### src/rtl/conv_frame_sequencer.sv
// Frame sequencer for conv_engine_2d: starts the engine per frame, streams pixels
// from memory (one-cycle read latency), captures results and supervises completion.
module conv_frame_sequencer #(
    parameter int IMG_WIDTH  = 32,
    parameter int IMG_HEIGHT = 32,
    parameter int OUT_COUNT  = (IMG_WIDTH - 2) * (IMG_HEIGHT - 2),
    parameter int ADDR_W     = 16,
    parameter int TIMEOUT    = 4096
) (
    input  logic                     clk,
    input  logic                     rst,
    input  logic                     cmd_start,
    input  logic                     cmd_abort,
    input  logic [ADDR_W-1:0]        cmd_in_base,
    input  logic [ADDR_W-1:0]        cmd_out_base,
    input  logic [7:0]               cmd_num_frames,
    input  logic                     feed_pause,
    output logic                     rd_en,
    output logic [ADDR_W-1:0]        rd_addr,
    input  logic [7:0]               rd_data,
    output logic                     eng_start,
    output logic                     eng_pixel_valid,
    output logic [7:0]               eng_pixel_in,
    input  logic signed [21:0]       eng_result_out,
    input  logic                     eng_result_valid,
    input  logic                     eng_done,
    output logic                     wr_en,
    output logic [ADDR_W-1:0]        wr_addr,
    output logic signed [21:0]       wr_data,
    output logic                     busy,
    output logic                     done,
    output logic [7:0]               frame_count,
    output logic                     err_timeout,
    output logic                     err_count,
    output logic                     err_spurious
);

    localparam int NPIX  = IMG_WIDTH * IMG_HEIGHT;
    localparam int IDX_W = $clog2(NPIX + 1);
    localparam int TMO_W = $clog2(TIMEOUT + 1);
    localparam logic [IDX_W-1:0] LAST_PIX = IDX_W'(NPIX - 1);
    localparam logic [IDX_W-1:0] RES_MAX  = IDX_W'(OUT_COUNT);
    localparam logic [TMO_W-1:0] TMO_LAST = TMO_W'(TIMEOUT - 1);

    typedef enum logic [2:0] {
        S_IDLE  = 3'd0,
        S_START = 3'd1,
        S_FEED  = 3'd2,
        S_WAIT  = 3'd3,
        S_DONE  = 3'd4
    } state_t;

    state_t              state_q, state_d, state_nat_s;
    logic [ADDR_W-1:0]   in_base_q, out_base_q;
    logic [7:0]          frames_left_q, frame_count_q;
    logic [IDX_W-1:0]    pix_idx_q, res_idx_q;
    logic [TMO_W-1:0]    tmo_q;
    logic                busy_q, done_q, eng_start_q, pix_valid_q;
    logic                wr_en_q;
    logic [ADDR_W-1:0]   wr_addr_q;
    logic signed [21:0]  wr_data_q;
    logic                err_timeout_q, err_count_q, err_spurious_q;
    logic                rd_en_s, accept_s, capture_s, tmo_hit_s;

    // Reads are issued combinationally so a pause stalls the very cycle it is seen.
    assign rd_en_s   = (state_q == S_FEED) && !feed_pause;
    assign accept_s  = (state_q == S_IDLE) && cmd_start && !cmd_abort;
    assign capture_s = (state_q == S_START) || (state_q == S_FEED) || (state_q == S_WAIT);
    assign tmo_hit_s = (tmo_q == TMO_LAST);

    // Next-state decode; abort overrides every natural transition.
    always_comb begin
        state_nat_s = state_q;
        case (state_q)
            S_IDLE: begin
                if (accept_s) begin
                    state_nat_s = (cmd_num_frames == 8'd0) ? S_DONE : S_START;
                end else begin
                    state_nat_s = S_IDLE;
                end
            end
            S_START: state_nat_s = S_FEED;
            S_FEED: begin
                if (rd_en_s && (pix_idx_q == LAST_PIX)) begin
                    state_nat_s = S_WAIT;
                end else begin
                    state_nat_s = S_FEED;
                end
            end
            S_WAIT: begin
                if (eng_done) begin
                    state_nat_s = (frames_left_q == 8'd1) ? S_DONE : S_START;
                end else if (tmo_hit_s) begin
                    state_nat_s = S_DONE;
                end else begin
                    state_nat_s = S_WAIT;
                end
            end
            S_DONE:  state_nat_s = S_IDLE;
            default: state_nat_s = S_IDLE;
        endcase
        if (cmd_abort) begin
            state_d = S_IDLE;
        end else begin
            state_d = state_nat_s;
        end
    end

    // Sequencer state, counters, registered outputs and result write port.
    always_ff @(posedge clk or posedge rst) begin
        if (rst) begin
            state_q        <= S_IDLE;
            in_base_q      <= {ADDR_W{1'b0}};
            out_base_q     <= {ADDR_W{1'b0}};
            frames_left_q  <= 8'd0;
            frame_count_q  <= 8'd0;
            pix_idx_q      <= {IDX_W{1'b0}};
            res_idx_q      <= {IDX_W{1'b0}};
            tmo_q          <= {TMO_W{1'b0}};
            busy_q         <= 1'b0;
            done_q         <= 1'b0;
            eng_start_q    <= 1'b0;
            pix_valid_q    <= 1'b0;
            wr_en_q        <= 1'b0;
            wr_addr_q      <= {ADDR_W{1'b0}};
            wr_data_q      <= 22'sd0;
            err_timeout_q  <= 1'b0;
            err_count_q    <= 1'b0;
            err_spurious_q <= 1'b0;
        end else begin
            state_q     <= state_d;
            busy_q      <= (state_d != S_IDLE);
            done_q      <= (state_d == S_DONE);
            eng_start_q <= (state_d == S_START);
            pix_valid_q <= rd_en_s && !cmd_abort;
            wr_en_q     <= 1'b0;

            if (rd_en_s) pix_idx_q <= pix_idx_q + IDX_W'(1);
            if (state_q == S_FEED) tmo_q <= {TMO_W{1'b0}};
            else if (state_q == S_WAIT) tmo_q <= tmo_q + TMO_W'(1);

            if (accept_s) begin
                in_base_q      <= cmd_in_base;
                out_base_q     <= cmd_out_base;
                frames_left_q  <= cmd_num_frames;
                frame_count_q  <= 8'd0;
                err_timeout_q  <= 1'b0;
                err_count_q    <= 1'b0;
                err_spurious_q <= 1'b0;
            end

            if (eng_result_valid) begin
                if (capture_s) begin
                    if (res_idx_q < RES_MAX) begin
                        wr_en_q   <= 1'b1;
                        wr_addr_q <= out_base_q + ADDR_W'(res_idx_q);
                        wr_data_q <= eng_result_out;
                        res_idx_q <= res_idx_q + IDX_W'(1);
                    end else begin
                        err_count_q <= 1'b1;
                    end
                end else begin
                    err_spurious_q <= 1'b1;
                end
            end

            if (state_q == S_WAIT) begin
                if (eng_done) begin
                    frame_count_q <= frame_count_q + 8'd1;
                    frames_left_q <= frames_left_q - 8'd1;
                    in_base_q     <= in_base_q + ADDR_W'(NPIX);
                    out_base_q    <= out_base_q + ADDR_W'(OUT_COUNT);
                    if (res_idx_q != RES_MAX) err_count_q <= 1'b1;
                end else if (tmo_hit_s) begin
                    err_timeout_q <= 1'b1;
                end
            end

            // Entering START rearms the per-frame indices (wins over capture above).
            if (state_d == S_START) begin
                pix_idx_q <= {IDX_W{1'b0}};
                res_idx_q <= {IDX_W{1'b0}};
            end
        end
    end

    assign rd_en           = rd_en_s;
    assign rd_addr         = in_base_q + ADDR_W'(pix_idx_q);
    assign eng_start       = eng_start_q;
    assign eng_pixel_valid = pix_valid_q;
    assign eng_pixel_in    = pix_valid_q ? rd_data : 8'd0;
    assign wr_en           = wr_en_q;
    assign wr_addr         = wr_addr_q;
    assign wr_data         = wr_data_q;
    assign busy            = busy_q;
    assign done            = done_q;
    assign frame_count     = frame_count_q;
    assign err_timeout     = err_timeout_q;
    assign err_count       = err_count_q;
    assign err_spurious    = err_spurious_q;

endmodule

### config.mk
export PLATFORM = sky130hd
export DESIGN_NAME = conv_frame_sequencer
export DESIGN_NICKNAME = d
export VERILOG_FILES = /design/src/rtl/conv_frame_sequencer.sv
export SDC_FILE = /design/constraint.sdc
export NUM_CORES = 1
export LEC_CHECK = 0
export CAP_MARGIN = 20
export CELL_PAD_IN_SITES_DETAIL_PLACEMENT = 1
export CELL_PAD_IN_SITES_GLOBAL_PLACEMENT = 2
export CORE_UTILIZATION = 31
export DETAILED_ROUTE_END_ITERATION = 10
export PLACE_DENSITY_LB_ADDON = 0.1
export SLEW_MARGIN = 20
export SYNTH_ARGS = -nofsm -noshare
export SYNTH_HDL_FRONTEND = slang
export SYNTH_SLANG_ARGS = --single-unit
### constraint.sdc
create_clock -name clk -period 6.2 [get_ports clk]
set_input_delay 1.86 -clock clk [delete_from_list [all_inputs] [get_ports clk]]
set_output_delay 1.86 -clock clk [all_outputs]
set_load 0.01 [all_outputs]
==> After elaboration in Yosys (flattened, before gate mapping) <==
Cells that the tools add are included.
{ "op_classes": {"n_addsub": 9, "magnitude_cmp": 1, "reduce_logical": 19, "n_mux": 46, "n_eq_ne": 9} }
{ "op_table": {"columns": ["cell", "count"], "rows": [
  ["16-bit 2-to-1 mux", 6],
  ["11-bit 2-to-1 mux", 6],
  ["8-bit 2-to-1 mux", 7],
  ["16-bit by 11-bit adder with 16-bit output", 2],
  ["13-bit 2-to-1 mux", 2],
  ["11-bit by 1-bit adder with 11-bit output (second input constant)", 2],
  ["1-bit 2-to-1 mux", 18],
  ["3-bit 2-to-1 mux", 6],
  ["16-bit by 10-bit adder with 16-bit output (second input constant)", 1],
  ["16-bit by 11-bit adder with 16-bit output (second input constant)", 1],
  ["13-bit by 1-bit adder with 13-bit output (second input constant)", 1],
  ["13-bit by 12-bit == test with 1-bit output (second input constant)", 1],
  ["3-bit case mux with 4 select lines", 1],
  ["11-bit by 10-bit == test with 1-bit output (second input constant)", 1],
  ["11-bit by 10-bit < comparator with 1-bit output (second input constant)", 1],
  ["11-bit by 10-bit inequality test with 1-bit output (second input constant)", 1],
  ["2-bit nonzero test", 5],
  ["8-bit by 1-bit adder with 8-bit output (second input constant)", 1],
  ["8-bit by 1-bit == test with 1-bit output (second input constant)", 1],
  ["8-bit zero test", 1],
  ["8-bit by 1-bit subtractor with 8-bit output (second input constant)", 1],
  ["3-bit by 1-bit == test with 1-bit output (second input constant)", 2],
  ["3-bit by 2-bit == test with 1-bit output (second input constant)", 2],
  ["3-bit AND reduction", 2],
  ["other kinds (6)", 12]
]} }
{ "totals": {"regBits": 132, "output_inout_bits": 79} }

==> Logic depth before layout (Yosys ltp) <==
{ "logic_depth": {"depth_word": 10, "mapped_depth": 10, "ltp_nobuf": 9} }

==> Worst setup path after synthesis <==
No wires, ideal clock.
{ "synth_path": {"path_type": "input-to-output", "start": "in feed_pause", "end": "out rd_en", "setup_slack_ns": 2.075, "path_buffers": 0, "path_stages": 1, "t_arrival_ns": 2.265, "cell_sequence": "nor4b_4"} }
{ "synth_via": {"elab_chain_cells": 2} }
{ "synth_lines": {"columns": ["item", "line_no", "source"], "rows": [
  ["start: declaration", "17", "input logic feed_pause,"],
  ["1-bit zero test", "66", "assign rd_en_s = (state_q == S_FEED) && !feed_pause;"],
  ["1-bit logical AND", "66", null],
  ["end: declaration", "18", "output logic rd_en,"]
]} }
Every way passes these cells.

==> Worst setup path after layout <==
{ "layout_path": {"start": "reg pix_idx_q[6]", "end": "out rd_addr[15]"} }
{ "layout_via": {"elab_chain_cells": 1} }
{ "layout_lines": {"columns": ["item", "line_no", "source"], "rows": [
  ["start: declaration", "56", "logic [IDX_W-1:0] pix_idx_q, res_idx_q;"],
  ["start signal: assignment", "117", "pix_idx_q <= {IDX_W{1'b0}};"],
  ["start signal: assignment", "138", "if (rd_en_s) pix_idx_q <= pix_idx_q + IDX_W'(1);"],
  ["start signal: assignment", "181", "pix_idx_q <= {IDX_W{1'b0}};"],
  ["16-bit by 11-bit adder with 16-bit output", "188", "assign rd_addr = in_base_q + ADDR_W'(pix_idx_q);"],
  ["end: declaration", "19", "output logic [ADDR_W-1:0] rd_addr,"]
]} }
Every way passes these cells.

==> results_dict.tcl <==
set metrics [dict create \
    status "completed" \
    fp.dieW_um 154 \
    die_y_um 154 \
    synthCells 805 \
    cts_setup_buffers 0 \
    synth.net_count 915 \
    tns_ns 0 \
    synth_common_cells "181 x nand2_1, 132 x dfrtp_1, 60 x o21ai_0" \
    worst_path_max_delay_cell "clkdlybuf4s50_1" \
    synth_edf_count 0 \
    crit-reg2reg-launch "state_q[2]$_DFF_PP0_" \
    drt_iter0_markers 197 \
    drc 0 \
    layout-drive-gt1-share_pct 5.47 \
    cts_inserted_buffers 17 \
    clk_pin_slew_ns 0.06 \
    fin_worst_skew_ns 0.0138 \
    hold_violations 0 \
    worst_pin_slew_ns 0.922 \
    whs_ns 0.474 \
    grt_pass1_wl_um 36000 \
    viasPerCell 5.12 \
    hp-start "wr_addr[0]$_DFFE_PP0P_" \
    track_usage_pct 19.3 \
    path_cells "ha_1, a2111oi_0, o211ai_1, a41oi_1, o211ai_1, nand2_1, xnor2_1, clkdlybuf4s50_1" \
    vdd_ir_drop_max_mv 0.145 \
    yosysMostFrequentCell "nand2_1" \
    nFillCells 2592 \
    port_buffers 155 \
    ys_seq_area_share_pct 46.2 \
    crit_path_start_kind "flip-flop" \
    async_flop_share_pct 100 \
    path_class "reg2out" \
    synth_top_area_share_pct 46.2 \
    cts-root-buf "clkbuf_16" \
    cp.arrival_ns 3.41 \
    cp_common_cell "o211ai_1" \
    multiInputGateArea_sq_um 3610 \
    cts.hold.buffers_added 0 \
    min_period_over_period_pct 85.1 \
    grt-ovfl-total 0 \
    p_per_area_nw_per_um2 298 \
    yosys-top-cells-area "dfrtp_1 46%, nand2_1 9.5%, ha_1 5.4%" \
    cts_max_path_buffers 2 \
    dp_worst_setup_slack_ns 0.974 \
    dr.pass1.iters 5 \
    area_growth_pct 33.9 \
    cts_resized 0 \
    num_rows 55 \
    synth_ff_type "dfrtp_1" \
    worst-path-buf-inv 1 \
    setup_ws_ns 0.927 \
    rsz0062_at_grt "false" \
    seq_area_sq_um 3300 \
    fmax_mhz 190 \
    slew_violations 0 \
    ys_ff_latch 132 \
    antenna_found_initial 0 \
    p_leak_uw 0.00428 \
    critPathMaxStageDelay_ns 0.61 \
    worst-path-max-fanout 5 \
    fin_crit_ns 5.27 \
    htreeDepth 4 \
    diodes 0 \
    dp_hpwl_um 16000 \
    critPathTopFamily "compound AO/OA/AOI/OAI gates" \
    yosys_warnings 0 \
    ant_nets 0 \
    grt_pass1_vias 6915 \
    yosys.area.top_type "dfrtp_1" \
    nets 1066 \
    cts.sinks 132 \
    gp_congestion 0.842 \
    ios 156 \
    grt_max_degree 99 \
    power_uw 2860 \
    insertion_delay_ns 0.43 \
    finalSetupViolations 0 \
    critPathRequiredTime_ns 4.34 \
    routedWlPerCell_um 17.3 \
    cts_tree "built" \
    die_area_sq_um 23700 \
    critPathCaptureType "output pin" \
    syn_area_sq_um 7150 \
    synth.avg_cell_area_sq_um 8.88 \
    num_vias 6423 \
    rrSetupSlack_ns 3.30 \
    fin_util_pct 42.3 \
    maxCapViolCount 0 \
    wl_um 21600 \
    start_util_pct 31.6 \
    cp-startpoint "pix_idx_q[6]$_DFFE_PP0P_" \
    ys_types 65 \
    hp-class "reg2reg" \
    slew-limit-headroom_pct 38.5 \
    core_area_sq_um 22600 \
]
[path summary, 6_finish.rpt]
check,to,cells past startpoint
worst max-delay path,rd_addr[15],8
worst min-delay path,wr_addr[0]$_DFFE_PP0P_,2
worst max register to register,out_base_q[11]$_DFF_PP0_,6
worst min register to register,wr_addr[0]$_DFFE_PP0P_,2
max in group asynchronous,out_base_q[5]$_DFF_PP0_,3
min in group asynchronous,busy$_DFF_PP0_,2
[sequential cells by signal, indices dropped and copies added, names as in the netlist]
| name | count |
|---|---|
| done | 1 |
| frame_count | 8 |
| frames_left_q | 8 |
| tmo_q | 13 |
| res_idx_q | 11 |
| wr_data | 22 |
| wr_en | 1 |
| eng_pixel_valid | 1 |
| state_q | 3 |
| err_count | 1 |
| pix_idx_q | 11 |
| in_base_q | 16 |
| err_timeout | 1 |
| eng_start | 1 |
| out_base_q | 16 |
| busy | 1 |
| wr_addr | 16 |
| err_spurious | 1 |
[cell usage in the layout (no fill, tap or decap), drive strengths merged, types with 8 or more instances in the layout]
cell type	count
nand2	181
clkdlybuf4s50	155
dfrtp	132
o21ai	60
nor2	57
a21oi	38
inv	35
ha	31
nand3	30
xnor2	25
xor2	19
clkbuf	19
and3	14
nand4	14
nor3	13
o211ai	12
nand2b	11
and2	10
buf	8
[power by group]
part	switching, uW	total, uW	leakage, uW	internal [uW]
clock	419	997	0.000277	578
combinational	350	727	0.00230	377
sequential	130	1130	0.00170	1000
[logic make-up after synthesis]
family	synth area share [%]
adders and majority gates	5.98
muxes	0.840
xor gates and xnor gates	5.39
AOI/OAI and AO/OA	15.0
buffers and inverters	3.43
DFF	46.2
and+or+nand+nor	23.2
[per-stage QoR]
stage	instance area (sq um)	cells
finish	9580	1254
global route	9580	1254
CTS	9580	1254
detailed placement	9000	1222
global placement	9000	1222
floorplan	7150	805
[tightest hold or removal path: cells and delay by family (launching register included)]
family / cells / cell delay (ns)
DFF: 1 / 0.34
and+or+nand+nor: 2 / 0.10
[cell type report]
class                           count  share of cell area [%]
Clock buffer                       19                    4.73
Clock inverter                     13                    1.29
Inverter                           31                    1.27
Multi-Input combinational cell    611                    37.7
Sequential cell                   132                    34.5
Tap cell                          285                    3.72
Timing Repair Buffer              163                    16.8
[routing by layer]
layer / GRT usage (%) / wire, um
met4: 5.86 / 248
met2: 35.0 / 11200
met1: 23.3 / 9680
met3: 2.96 / 518
met5: 0 / 0
No activity file was read; power rests on OpenSTA's default activity.
